===== src/rtl/credit_tx_port.sv =====
// Credit-based transmit port: stages local flits in a small FIFO and launches
// one toward the router input only while a downstream credit is held.
`ifndef ROUTER_WIDTH
`define ROUTER_WIDTH 8
`endif

module credit_tx_port #(
    parameter int DATA_WIDTH = `ROUTER_WIDTH,
    parameter int FIFO_DEPTH = 4,
    parameter int CREDIT_MAX = 4
) (
    input  logic                            clk,
    input  logic                            rst,
    input  logic                            tx_valid,
    input  logic [DATA_WIDTH-1:0]           tx_data,
    output logic                            tx_ready,
    output logic                            out_data_valid,
    output logic [DATA_WIDTH-1:0]           out_data,
    input  logic                            in_credit,
    output logic [$clog2(CREDIT_MAX):0]     credit_cnt,
    output logic                            credit_err,
    output logic                            idle
);

    localparam int AW = $clog2(FIFO_DEPTH);
    localparam int CW = $clog2(CREDIT_MAX) + 1;
    localparam logic [AW:0]   FIFO_FULL = (AW+1)'(FIFO_DEPTH);
    localparam logic [CW-1:0] CRED_FULL = CW'(CREDIT_MAX);

    logic [DATA_WIDTH-1:0] mem_p0 [FIFO_DEPTH];
    logic [AW-1:0]         wr_ptr_p0;
    logic [AW-1:0]         rd_ptr_p0;
    logic [AW:0]           count_p0;
    logic [DATA_WIDTH-1:0] data_p1;
    logic                  vld_p1;

    logic                  full;
    logic                  empty;
    logic                  wr_en;
    logic                  send;
    logic [CW-1:0]         credit_nxt;
    logic                  credit_ovf;

    // Returns {overflow, next_count}; a credit returned at the ceiling is
    // dropped and flagged instead of wrapping the counter.
    function automatic logic [CW:0] credit_update(input logic [CW-1:0] cnt,
                                                  input logic          dec,
                                                  input logic          inc);
        logic [CW:0] res;
        res = {1'b0, cnt};
        if (inc && !dec) begin
            if (cnt == CRED_FULL) res = {1'b1, cnt};
            else                  res = {1'b0, cnt + CW'(1)};
        end else if (dec && !inc) begin
            res = {1'b0, cnt - CW'(1)};
        end
        return res;
    endfunction

    always_comb begin
        full  = (count_p0 == FIFO_FULL);
        empty = (count_p0 == '0);
        wr_en = tx_valid && !full;
        send  = !empty && (credit_cnt != '0);
        {credit_ovf, credit_nxt} = credit_update(credit_cnt, send, in_credit);
    end

    assign tx_ready       = !full;
    assign out_data_valid = vld_p1;
    assign out_data       = data_p1;
    assign idle           = empty && (credit_cnt == CRED_FULL) && !vld_p1;

    // Stage p0: staging FIFO storage (payload only, no reset needed)
    always_ff @(posedge clk) begin
        if (wr_en) mem_p0[wr_ptr_p0] <= tx_data;
    end

    // Stage p0: FIFO pointers, occupancy and credit state
    always_ff @(posedge clk) begin
        if (rst) begin
            wr_ptr_p0  <= '0;
            rd_ptr_p0  <= '0;
            count_p0   <= '0;
            credit_cnt <= CRED_FULL;
            credit_err <= 1'b0;
        end else begin
            if (wr_en) wr_ptr_p0 <= wr_ptr_p0 + AW'(1);
            if (send)  rd_ptr_p0 <= rd_ptr_p0 + AW'(1);
            case ({wr_en, send})
                2'b10:   count_p0 <= count_p0 + (AW+1)'(1);
                2'b01:   count_p0 <= count_p0 - (AW+1)'(1);
                default: count_p0 <= count_p0;
            endcase
            credit_cnt <= credit_nxt;
            if (credit_ovf) credit_err <= 1'b1;
        end
    end

    // Stage p1: output register toward the router input
    always_ff @(posedge clk) begin
        if (rst) begin
            vld_p1  <= 1'b0;
            data_p1 <= '0;
        end else begin
            vld_p1 <= send;
            if (send) data_p1 <= mem_p0[rd_ptr_p0];
        end
    end

endmodule

===== config.mk =====
export PLATFORM = sky130hd
export DESIGN_NAME = credit_tx_port
export DESIGN_NICKNAME = d
export VERILOG_FILES = /design/src/rtl/credit_tx_port.sv
export SDC_FILE = /design/constraint.sdc
export NUM_CORES = 1
export LEC_CHECK = 0
export CORE_MARGIN = 2
export CORE_UTILIZATION = 49
export CTS_CLUSTER_SIZE = 10
export DETAILED_ROUTE_END_ITERATION = 8
export MAX_ROUTING_LAYER = met4
export PLACE_DENSITY = 0.76
export SYNTH_ARGS = -nofsm -noshare
export SYNTH_HDL_FRONTEND = slang
export SYNTH_SLANG_ARGS = --single-unit

===== constraint.sdc =====
create_clock -name clk -period 2.8 [get_ports clk]
set_clock_uncertainty 0.15 [all_clocks]
set_input_delay 0.28 -clock clk [delete_from_list [all_inputs] [get_ports clk]]
set_output_delay 0.28 -clock clk [all_outputs]
set_load 0.01 [all_outputs]

==> results.json, run 1 <==
{
  "vias_per_cell": 5.45,
  "synth_compound_area_share_pct": 6.91,
  "synth_xor_area_share_pct": 2.40,
  "gp_congestion": 0.776,
  "grt_first_pass_wirelength_mm": 6.28,
  "post_drt_wl_per_cell_um": 15.5,
  "die_w_um": 70.9,
  "start_util_pct": 50.7,
  "power_density_mw_per_mm2": 981,
  "postCtsSetupRepairBufs": 0,
  "hold_buffers": 0,
  "drv_slew": 0,
  "syn_inst": 161,
  "multi_input_area_um2": 769,
  "rsz0062_at_grt": "no",
  "use_met3_pct": 3.13,
  "critPathLaunch": "credit_cnt[1]",
  "drive_gt1_share_pct": 15.7,
  "hold_class": "flip-flop to flip-flop",
  "regArea_mm2": 0.00136,
  "synthTopCellsByCount": "edfxtp_1 (32), dfxtp_1 (20), nand2_1 (18), nor2_1 (12), a21oi_1 (10)",
  "htreeDepth": 2,
  "outcome": "completed",
  "leakagePower_nw": 0.935,
  "syn_area_per_cell_um2": 13.6,
  "die-area_mm2": 0.00502,
  "critPathLaunchType": "flip-flop",
  "yosysSeqAreaShare_pct": 62.1,
  "yosys.area_share.adder_pct": 5.48,
  "crit_type": "flip-flop to flip-flop",
  "setup_viol": 0,
  "die_height_um": 70.9,
  "netlist.area_leader.share_pct": 43.9,
  "post-route-period-util_pct": 91.5,
  "drt_iter0_drc": 33,
  "design_area_mm2": 0.00261,
  "wl_mm": 3.78,
  "cp.arrival_ps": 2650,
  "ir_drop_mv": 0.465,
  "grt_overflow": 0,
  "area_growth_pct": 19.1,
  "synth.distinct_cells": 38,
  "nFillCells": 349,
  "synthArstFlopShare_pct": 0,
  "synth_top_flop_cell": "edfxtp_1",
  "cap_violations": 0,
  "antenna_found_initial": 0,
  "synth_edf_count": 32,
  "max_freq_mhz": 390,
  "place_area_mm2": 0.00250,
  "required_ps": 2890,
  "vias": 1324,
  "use_met1_pct": 20.0,
  "rows": 24,
  "drt_drc_violations_left": 0,
  "cts.sinks": 52,
  "clock_latency_ps": 300,
  "cts_tree": "built",
  "ctsResizeCount": 0,
  "drtAntennaViolNets": 0,
  "power_mw": 2.56,
  "syn-cell-area_mm2": 0.00219,
  "numCtsBuffers": 5,
  "cp_max_fo": 10,
  "clkTransAtPathRegs_ps": 100,
  "fin_ws_ps": 239,
  "yosysMostFrequentCell": "edfxtp_1",
  "place_ws_ps": 174,
  "grt_pass1_vias": 1344,
  "pin_count": 27,
  "syn-num-nets": 182,
  "grt.total_usage_pct": 17.0,
  "grtUsageMet2_pct": 29.0,
  "top_usage_layer": "met2",
  "yosysTopAreaCell": "edfxtp_1",
  "synth_top_family_by_area": "simple AND/OR/NAND/NOR gates",
  "slew_headroom_pct": 54.9,
  "finalHoldViolCount": 0,
  "synth_seq_cells": 52,
  "cts-root-buf": "clkbuf_8",
  "synthTopCellsByArea": "edfxtp_1 (44%), dfxtp_1 (18%), mux4_2 (8.2%)",
  "clk_path_buf_depth": 2,
  "reg2reg_depth": 10,
  "tightest_slew_ps": 676,
  "dr.pass1.iters": 4,
  "hold_depth": 2,
  "io_buffers": 26,
  "place.detailed.hpwl_mm": 2.66,
  "setup-tns-final_ps": 0,
  "synthSimpleGateAreaFrac_pct": 11.0,
  "yosys_warnings": 0,
  "synthMuxAreaShare_pct": 9.37,
  "antenna_cells": 0,
  "crit_path_end_kind": "flip-flop",
  "grt_max_degree": 18,
  "coreArea_mm2": 0.00432,
  "min_from": "out_data[2]",
  "fin_nets": 211,
  "r2r_start": "credit_cnt[1]",
  "post-route-min-period_ps": 2560
}
[power breakdown]
group          switching [mW]  internal [mW]  leakage, nW
registers               0.147          0.979        0.458
clock network           0.243          0.234       0.0573
logic                   0.450          0.508        0.419
total                   0.840           1.72        0.935
[cells in the final DEF (no fill, tap or decap), drive strengths merged]
cell type      count
a21oi             11
inv                8
and2               1
edfxtp            32
o21ai              7
clkdlybuf4s50     26
dfxtp             20
or3b               1
a41o               1
and3b              1
nand2             19
nand2b             2
nor3               1
a221o              1
and3               4
nand3              2
mux2               1
ha                 8
xor2               2
nor2              12
clkbuf             6
xnor2              4
mux4               8
mux2i              1
nand3b             1
a31oi              2
a41oi              1
fa                 1
nor2b              1
buf                3
o211ai             1
or3                2
[worst max-delay path, cell delays in order, from the launching register on]
cell      delay [ps]
dfxtp_1          350
inv_1            110
ha_1             180
nand2b_1         140
nand2_4          170
inv_2             50
ha_1             220
fa_1             400
xnor2_1          160
or3_2            420
a21oi_1          150
[metal layers]
metal  routed length [um]  share of wire (%)
met2                 1980                 52
met3                  126                3.3
met5                    0                  0
met4                   56                1.5
met1                 1620                 43
[kinds of logic after synthesis]
group | Yosys count
buffers and inverters | 13
adders and majority gates | 9
xor gates and xnor gates | 6
DFF | 52
muxes | 10
and+or+nand+nor | 47
AOI/OAI and AO/OA | 24
[through the flow]
step	hold slack, ps	cells	util, %
2_1_floorplan	229	161	-
3_3_place_gp	299	235	57.8
3_5_place_dp	303	235	57.8
4_1_cts	318	243	60.4
5_1_grt	323	243	60.4
6_report	316	243	60.4
[state kept, by name, indices dropped and copies added (netlist names)]
register,flops
mem_p0,32
out_data,8
count_p0,3
credit_cnt,3
rd_ptr_p0,2
wr_ptr_p0,2
credit_err,1
out_data_valid,1
[final cells by class]
class | count | area share (%)
sequential | 52 | 52.2
tap | 52 | 2.49
clock buffer | 6 | 3.60
timing repair buffer | 29 | 10.8
inverter | 6 | 0.863
multi-input combinational | 96 | 29.5
clock inverter | 2 | 0.575
[worst paths after layout]
path | end | slack, ps
max reg2reg | count_p0[2] | 240
min | out_data[2] | 320
min reg2reg | out_data[2] | 320
max | count_p0[2] | 240
(Power assumes the default switching activity.)
==> inputs of run 2 (changes only) <==
--- a/config.mk
+++ b/config.mk
@@ -7,6 +7,7 @@
 export LEC_CHECK = 0
 export CORE_MARGIN = 2
 export CORE_UTILIZATION = 49
+export CTS_BUF_LIST = sky130_fd_sc_hd__clkbuf_8 sky130_fd_sc_hd__clkbuf_16
 export CTS_CLUSTER_SIZE = 10
 export DETAILED_ROUTE_END_ITERATION = 8
 export MAX_ROUTING_LAYER = met4
==> results of run 2 <==
Final layout, timing and power as in run 1 (identical DEF).
==> inputs of run 3 (changes only) <==
--- a/config.mk
+++ b/config.mk
@@ -5,6 +5,8 @@
 export SDC_FILE = /design/constraint.sdc
 export NUM_CORES = 1
 export LEC_CHECK = 0
+export ABC_CLOCK_PERIOD_IN_PS = 2800
+export CAP_MARGIN = 20
 export CORE_MARGIN = 2
 export CORE_UTILIZATION = 49
 export CTS_BUF_LIST = sky130_fd_sc_hd__clkbuf_8 sky130_fd_sc_hd__clkbuf_16
==> results of run 3 <==
Final layout, timing and power as in run 1 (identical DEF).
